`src/rtl/rca_sum_accum.sv`:
```
`default_nettype none
// ============================================================================
// Module   : rca_sum_accum
// Brief    : Accumulates FRAME_LEN adder sums into one frame total and
//            presents total, sample count and sticky overflow on a
//            valid/ready output port.
// Revision : 1.0 - initial release
// ============================================================================
module rca_sum_accum #(
    parameter int IN_W      = 11,
    parameter int OUT_W     = 16,
    parameter int FRAME_LEN = 4,
    parameter int CNT_W     = $clog2(FRAME_LEN + 1)
) (
    input  logic             clk,
    input  logic             reset,
    input  logic             in_valid,
    output logic             in_ready,
    input  logic [IN_W-1:0]  in_sum,
    input  logic             flush,
    output logic             out_valid,
    input  logic             out_ready,
    output logic [OUT_W-1:0] out_total,
    output logic [CNT_W-1:0] out_count,
    output logic             out_ovf
);

    typedef enum logic [0:0] {
        ST_ACC  = 1'b0,
        ST_HOLD = 1'b1
    } state_t;

    localparam logic [CNT_W-1:0] C_FRAME_LEN = CNT_W'(FRAME_LEN);
    localparam int               C_PAD_W     = OUT_W + 1 - IN_W;

    state_t             state_q, state_d;
    logic [OUT_W-1:0]   acc_q, acc_d;
    logic [CNT_W-1:0]   cnt_q, cnt_d;
    logic               ovf_q, ovf_d;
    logic               out_valid_q, out_valid_d;
    logic [OUT_W-1:0]   out_total_q, out_total_d;
    logic [CNT_W-1:0]   out_count_q, out_count_d;
    logic               out_ovf_q, out_ovf_d;

    logic [OUT_W:0]     sum_w;
    logic [CNT_W-1:0]   cnt_inc_w;
    logic               accept_w;
    logic               close_w;

    assign in_ready  = (state_q == ST_ACC);
    assign accept_w  = in_valid & in_ready;
    assign cnt_inc_w = cnt_q + CNT_W'(1);

    // One extra bit on the add captures the carry-out that feeds the sticky flag.
    assign sum_w = {1'b0, acc_q} + {{C_PAD_W{1'b0}}, in_sum};

    assign close_w = (accept_w && (cnt_inc_w == C_FRAME_LEN))
                   || (flush && (cnt_q != '0 || accept_w));

    always_comb begin
        state_d     = state_q;
        acc_d       = acc_q;
        cnt_d       = cnt_q;
        ovf_d       = ovf_q;
        out_valid_d = out_valid_q;
        out_total_d = out_total_q;
        out_count_d = out_count_q;
        out_ovf_d   = out_ovf_q;

        case (state_q)
            ST_ACC: begin
                if (accept_w) begin
                    acc_d = sum_w[OUT_W-1:0];
                    cnt_d = cnt_inc_w;
                    ovf_d = ovf_q | sum_w[OUT_W];
                end
                if (close_w) begin
                    state_d     = ST_HOLD;
                    out_valid_d = 1'b1;
                    out_total_d = acc_d;
                    out_count_d = cnt_d;
                    out_ovf_d   = ovf_d;
                end
            end
            ST_HOLD: begin
                // Result fields stay put after the handshake; only valid drops.
                if (out_ready) begin
                    state_d     = ST_ACC;
                    out_valid_d = 1'b0;
                    acc_d       = '0;
                    cnt_d       = '0;
                    ovf_d       = 1'b0;
                end
            end
            default: begin
                state_d = ST_ACC;
            end
        endcase
    end

    always_ff @(posedge clk) begin
        if (reset) begin
            state_q     <= ST_ACC;
            acc_q       <= '0;
            cnt_q       <= '0;
            ovf_q       <= 1'b0;
            out_valid_q <= 1'b0;
            out_total_q <= '0;
            out_count_q <= '0;
            out_ovf_q   <= 1'b0;
        end else begin
            state_q     <= state_d;
            acc_q       <= acc_d;
            cnt_q       <= cnt_d;
            ovf_q       <= ovf_d;
            out_valid_q <= out_valid_d;
            out_total_q <= out_total_d;
            out_count_q <= out_count_d;
            out_ovf_q   <= out_ovf_d;
        end
    end

    assign out_valid = out_valid_q;
    assign out_total = out_total_q;
    assign out_count = out_count_q;
    assign out_ovf   = out_ovf_q;

endmodule
`default_nettype wire

```
`config.mk`:
```
export PLATFORM = sky130hd
export DESIGN_NAME = rca_sum_accum
export DESIGN_NICKNAME = d
export VERILOG_FILES = /design/src/rtl/rca_sum_accum.sv
export SDC_FILE = /design/constraint.sdc
export NUM_CORES = 1
export LEC_CHECK = 0
export ABC_AREA = 1
export CAP_MARGIN = 20
export CORE_UTILIZATION = 45
export DETAILED_ROUTE_END_ITERATION = 8
export DONT_BUFFER_PORTS = 1
export PLACE_DENSITY_LB_ADDON = 0.12
export SLEW_MARGIN = 10
export SYNTH_ARGS = -nofsm -noshare
export SYNTH_HDL_FRONTEND = slang
export SYNTH_SLANG_ARGS = --single-unit
```
`constraint.sdc`:
```
create_clock -name clk -period 2.8 [get_ports clk]
set_input_delay 0.42 -clock clk [delete_from_list [all_inputs] [get_ports clk]]
set_output_delay 0.42 -clock clk [all_outputs]
set_load 0.02 [all_outputs]
```
==> results summary, run 1 <==
The post-synthesis share of cell area spent on full adders, half adders and majority gates is 0.0743. Measured against the total synthesized area, the mux share comes to 0. In the post-synthesis netlist, the biggest area contributors are dfxtp_1 (32%), nand2_1 (18%), inv_1 (7.6%). The net count after synthesis came out at 440. Summing all multi-input logic gate instances after layout gives 0.00149 mm2. Summed over all failing endpoints, the final setup total negative slack is 0 ns.

The initial antenna violation count came out at 0. Across the routed clock network, the largest skew measured is 0.00942 ns. The smallest hold slack came out at 0.181 ns.

TritonCTS built the clock tree. The initial core utilization came out at 0.471. The average instance area after synthesis came out at 6.42 um2. The largest net degree at the start of global routing came out at 31. Headroom to the max-slew limit came out at 0.591.

The synthesized design spends more area on one cell type than any other, namely dfxtp_1. The source of the worst register-to-register timing path is state_q$_SDFF_PP0_. The commonest cells after synthesis are nand2_1 (126), inv_1 (53), dfxtp_1 (42), nor2_1 (35), nand3_1 (32). The height of the chip is 78.4 um. The placed instances occupy a cell area of 0.00267 mm2. The critical path launch point type is a flip-flop.

Of all nets on the critical path, the largest fanout is 12. The number of setup violations in the final report came out at 0. The placed instance count came out at 471.

The first-pass GRT wire length came out at 10.7 mm. The post-synthesis to final-layout area growth came out at 5.86%. The worst register-to-register path ends at out_total[6]$_SDFFE_PP0P_. The critical path is of the flip-flop to flip-flop type.

The number of setup buffers added after CTS is 0. The area of the placeable core is 0.00557 mm2. After detailed routing, the number of vias per cell comes to 5.13. The total count of hold-check failures in the final report is 0. The clock transition at the registers of the reported paths is 0.09 ns. For this run, the top clock speed supported by timing is 506 MHz.

The end point of the worst hold path is cnt_q[0]$_SDFFE_PP0P_. The async set-or-reset flop fraction in the synthesized netlist is 0. At the later pin of the worst-skew pair, clock insertion delay measures 0.30 ns. The total congestion overflow after global routing came out at 0. Along the worst hold path, the cell count comes to 1.

The first-pass detailed-route iteration total is 5. IR analysis of the VDD net gives a maximum drop of 0.303 mV. The total routed wirelength is 6.46 mm. The number of antenna repair diodes is 0. The number of synthesis warnings came out at 0. The power density of the placed cells is 614 mW/mm2.

The number of buffers created by CTS is 5. The post-detailed-route DRC marker count is 0. The path depth of the worst reg2reg path came out at 9. The flip-flop and latch count after synthesis came out at 42. In this run the deepest clock path goes through 2 buffers. The post-synthesis cell count is 409. In this run the horizontal extent of the chip is 78.4 um. For this design, the CTS-stage hold fixing added 0 buffers. Of the total synthesized cell area, the portion taken by AND, OR, NAND and NOR gates is 0.331. The area fraction of the dominant cell type after synthesis is 0.320. The tool flagged a number of max-cap violations equal to 0. At the worst endpoint, the required time is 3.05 ns. The routed layout has 2,455 vias.

The post-route cell area is 0.00278 mm2. The number of max-slew violations in the final report is 0. The run finished with clean final reports. The overall routing resource usage is 0.227. The time the final worst path needs with I/O delays and setup came out at 1.98 ns. The count of nets left with antenna violations after detail routing came out at 0.

The worst-case setup margin in the final layout is 0.824 ns. STA classifies the critical path endpoint as a flip-flop. The boundary pin count is 38. Of the total synthesized cell area, the portion taken by XOR and XNOR cells is 0.0233. The largest family of logic cells by synthesized area is simple AND/OR/NAND/NOR gates. In this run, distinct cell masters in the synthesized netlist total 32.

The layout filler cell count is 584. The routability congestion estimate came out at 0.811. Dividing the detail-routed wire length by the instance count gives 13.5 um. Excluding fillers, the count of instances in the completed layout stands at 479.

The area occupied by registers came out at 841 um2. The clock tree root buffer cell is clkbuf_8. Yosys instantiated no cell more often than nand2_1. The number of sinks driven by the clock tree came out at 42. The DRC marker count from the first detailed-route iteration came out at 125. Of the synthesized area, sequential elements account for 0.320. For this run, the leading register cell type out of synthesis is dfxtp_1. The tightest min-delay check is of the input pin to flip-flop type. The die area came out at 0.00615 mm2. The via count of the first global-routing pass came to 2,126.

Setup repair after global routing left no endpoint under its margin. The worst slack after detailed placement is 0.776 ns. The post-detailed-placement half-perimeter wirelength came out at 4.81 mm. Port buffering added 0 buffers. The slew of the pin with the lowest slew margin is 0.614 ns. The critical path arrival is 2.22 ns. The area fraction in compound gates after synthesis came out at 0.139. The post-synthesis instance area came out at 0.00263 mm2. The H-tree generated during clock tree synthesis spans 2 levels. The net count of the finished layout is 437. The total leakage power came out at 1.36 nW. The proportion of layout cells with a drive suffix above 1 is 0.0516. Setup slack on the worst reg-to-reg path comes out at 0.82 ns. The number of synthesized flops with an enable pin came out at 0. The site row count is 27.

Dividing the final minimum period by the clock period gives 0.706. The post-cts resize count is 0. The worst hold path begins at reset.
==> worst max-delay path by stage <==
stage | startpoint | to | slack (ns) | depth (start not counted)
final | state_q$_SDFF_PP0_ | out_total[6]$_SDFFE_PP0P_ | 0.82 | 9
after CTS | state_q$_SDFF_PP0_ | out_total[6]$_SDFFE_PP0P_ | 0.82 | 9
after detailed placement | in_sum[0] | out_total[8]$_SDFFE_PP0P_ | 0.78 | 12
after global routing | state_q$_SDFF_PP0_ | out_total[7]$_SDFFE_PP0P_ | 0.62 | 10
after global placement | in_sum[0] | out_ovf$_SDFFE_PP0P_ | 0.82 | 10
after floorplan | in_sum[0] | acc_q[4]$_SDFFE_PP0P_ | 0.92 | 9
==> area by class of cell <==
type,instances,share of cell area
repair buffers,5,0.0135
clock buffers,6,0.0261
well taps,72,0.0324
inverters,56,0.0756
flip-flops and latches,42,0.302
multi-input cells,296,0.536
clock inverters,2,0.0135
==> placed cells by master, fill, tap and decap left out, types with 3 or more instances in the layout <==
cell,n
nand2_1,126
inv_1,53
dfxtp_1,42
nor2_1,35
nand3_1,32
a21oi_1,27
o21ai_0,15
ha_1,14
o21ai_1,9
nand4_1,5
clkbuf_8,5
buf_4,5
xor2_1,4
o211ai_1,4
a21o_1,4
inv_2,3
xnor2_1,3
or2_1,3
==> registers in the layout (all words and copies together) (netlist names) <==
register   count
out_total     16
out_count      3
ovf_q          1
out_ovf        1
state_q        1
out_valid      1
acc_q         16
cnt_q          3
==> layer usage <==
metal	global-route usage	vias to the layer above	part of all wire
li1	-	1289	-
met1	0.304	1101	0.47
met2	0.370	59	0.47
met3	0.0500	6	0.052
met4	0.0500	0	0.0073
met5	0	-	0
==> report_power, final <==
group / switching [W] / total, W / internal, W
sequential: 0.000103 / 0.000767 / 0.000664
combinational: 0.000288 / 0.000455 / 0.000167
clock: 0.000217 / 0.000484 / 0.000266
==> per-stage QoR <==
stage | total power (W) | util
4_1_cts | 0.00172 | 0.499
5_1_grt | 0.00183 | 0.499
6_report | 0.00171 | 0.499
3_5_place_dp | 0.00124 | 0.479
3_3_place_gp | 0.00123 | 0.479
2_1_floorplan | 0.00114 | -
==> worst max-delay path: stages (launching register included) <==
cell     delay, ns
dfxtp_1       0.39
inv_2         0.20
nand2_2       0.23
inv_2         0.11
nand3_1       0.13
a21oi_4       0.34
buf_4         0.26
o21ai_1       0.07
a21o_1        0.17
inv_1         0.04
==> logic make-up (layout without fill, tap and decap cells) <==
kind of cell / count (synthesis) / in the layout
AOI/OAI and AO/OA: 64 / 64
xor gates and xnor gates: 7 / 7
adders and majority gates: 15 / 15
buffers and inverters: 71 / 69
DFF: 42 / 42
and+or+nand+nor: 210 / 210
Note: power is estimated with default switching activity, not from simulation.
==> inputs of run 2 (changes only) <==
==> constraint.sdc (replaced) <==
create_clock -name clk -period 2.07 [get_ports clk]
set_input_delay 0.3105 -clock clk [delete_from_list [all_inputs] [get_ports clk]]
set_output_delay 0.3105 -clock clk [all_outputs]
set_load 0.02 [all_outputs]
==> results summary, run 2 (same netlist as run 1, synthesis figures left out) <==
The max-capacitance violation count came out at 0. Setup repair after global routing left no endpoint under its margin. Pin placement for this block handled 38 I/O pins.

The later-pin clock latency in the skew report came out at 0.29 ns. The time the final worst path needs with I/O delays and setup came out at 1.92 ns. The count of nets left with antenna violations after detail routing is 0. Traced cell by cell, the critical path runs through ha_1 > nand2_1 > nor2_1 > nand3_1 > nand3_1 > nand2_1 > nand3_1 > nand2_1 > a21o_1 > inv_1. The achievable clock frequency is 522 MHz. The critical path arrival came out at 2.16 ns.

The post-synthesis to final-layout area growth came out at 6.00%. STA classifies the critical path endpoint as a flip-flop. The first TritonRoute pass finished after 4 iterations. The cell sitting at the root of the clock tree is a clkbuf_8. Summed over all layers, the routed wires come to 6.47 mm. The total count of hold-check failures in the final report is 0.

The first-pass GRT wire length is 10.8 mm. The via count of the first global-routing pass is 2,239. The global-route track usage on met1 came out at 0.297. The post-detailed-placement half-perimeter wirelength came out at 4.86 mm.

Once layout is complete, the utilization of the core stands at 0.499. The required time of the critical path is 2.32 ns. The number of antenna repair diodes is 0. Counting both buffers and inverters, the worst setup path holds a total of 1.

The largest net degree at the start of global routing is 31. The number of setup buffers added after CTS is 0. The site row count came out at 27. The total leakage power is 1.36 nW. The net count of the finished layout came out at 437.

The area of the placeable core came out at 0.00557 mm2. The number of buffers created by CTS came out at 5. For this run, global-route usage on met2 was measured as 0.379. Among cell families on the critical path, the largest total delay comes from simple AND/OR/NAND/NOR gates.

Detailed routing inserted a total of 2,425 vias. The number of port buffers came out at 0. The maximum vdd ir drop came out at 0.404 mV. The clock transition at the registers of the reported paths came out at 0.08 ns. The accumulated negative setup slack came out at 0 ns.

The via count normalized by instance count came out at 5.06. The number of sinks driven by the clock tree came out at 42. The depth of the CTS H-tree came out at 2. In the layout the commonest cells are nand2_1 (126), inv_1 (53), dfxtp_1 (42), nor2_1 (35), nand3_1 (32). The largest single stage delay on the critical path is 0.39 ns. The first routing iteration left 94 violations. The worst-path maximum fanout is 4. The height of the chip came out at 78.4 um.

The routability congestion estimate came out at 0.857. The die area came out at 0.00615 mm2. The maximum root-to-sink buffer count came out at 2. The die is 78.4 um wide. The initial antenna violation count is 0. The power density of the placed cells came out at 796 mW/mm2. The class of the worst hold path is input pin to flip-flop.

The mean routed wirelength per cell came out at 13.5 um. The cell with the largest stage delay on the worst path is ha_1. The total congestion overflow after global routing is 0. The worst setup path is of the flip-flop to flip-flop kind. The post-detailed-route DRC marker count came out at 0. The critical path launch point type is a flip-flop. The worst relative slew slack is 0.674. Across every metal layer, demand over resource in global routing totals 0.227. The most used routing layer is met2. The number of max-slew violations in the final report came out at 0. The number of setup violations in the final report came out at 0. Of the cells placed in the final design, the portion with a size suffix greater than 1 is 0.0565. The fraction of met3 tracks used by global routing is 0.0523. The slew of the pin with the lowest slew margin is 0.488 ns. The library cell used most frequently in the layout, excluding fill and tap cells, is nand2_1. The worst clock skew is 0.0140 ns. The final clock period utilization by the worst path is 0.925. The flow ran to the end, and the final reports show no timing, DRC or antenna violations.

The initial core utilization is 0.471. The CTS tree is yes.
[run 2: cell count changes in the layout (fill, tap and decap cells not counted), sizes merged]
cell	previous run	this run
clkinvlp	1	0
clkinv	0	1
clkbuf	6	7
bufinv	1	0
[run 2: worst register-to-register path: stages, from the launching register on]
cell,delay [ns]
dfxtp_1,0.35
ha_1,0.39
nand2_1,0.12
nor2_1,0.26
nand3_1,0.22
nand3_1,0.13
nand2_1,0.05
nand3_1,0.08
nand2_1,0.08
a21o_1,0.15
inv_1,0.04
[run 2: power breakdown]
group          internal, W  switching, W  leakage (nW)
sequential        0.000899      0.000139         0.345
clock             0.000270      0.000284        0.0482
combinational     0.000231      0.000394         0.964
total              0.00140      0.000816          1.36
[run 2: final cells by class]
cell class	count	area, um2
clock buffer	7	86.3
clock inverter	1	5.00
fill	602	2790
inverter	56	210
multi-input combinational	296	1500
sequential	42	841
tap	72	90.1
timing repair buffer	5	50.0
[run 2: path summary, 6_finish.rpt]
| kind | start | end | slack, ns | cells after the start |
|---|---|---|---|---|
| setup / recovery | acc_q[6]$_SDFFE_PP0P_ | out_total[9]$_SDFFE_PP0P_ | 0.15 | 10 |
| hold / removal | reset | cnt_q[0]$_SDFFE_PP0P_ | 0.08 | 1 |
| setup reg to reg | acc_q[6]$_SDFFE_PP0P_ | out_total[9]$_SDFFE_PP0P_ | 0.15 | 10 |
| hold reg to reg | ovf_q$_SDFFE_PP0P_ | ovf_q$_SDFFE_PP0P_ | 0.48 | 2 |
[run 2: layer usage]
| layer | vias up | part of all wire |
|---|---|---|
| met5 | - | 0 |
| met4 | 0 | 0.010 |
| met3 | 6 | 0.064 |
| met2 | 51 | 0.47 |
| met1 | 1089 | 0.45 |
| li1 | 1279 | - |
[run 2: stage by stage]
step           total power, W  setup WS [ns]  instance area [um2]  std cells  hold WS, ns
4_1_cts               0.00223          0.158                 2770        479       0.0719
6_report              0.00222          0.155                 2780        479       0.0794
3_5_place_dp          0.00168          0.171                 2680        471        0.385
5_1_grt               0.00237      0.0000353                 2780        479       0.0658
2_1_floorplan         0.00155          0.304                 2630        409        0.445
3_3_place_gp          0.00167          0.200                 2680        471        0.383
[run 2: repair_timing]
action / 4_1_cts / 5_1_grt
hold buffers: 0 / 0
gates resized for setup: 0 / 2
setup endpoints to repair: 0 / 4
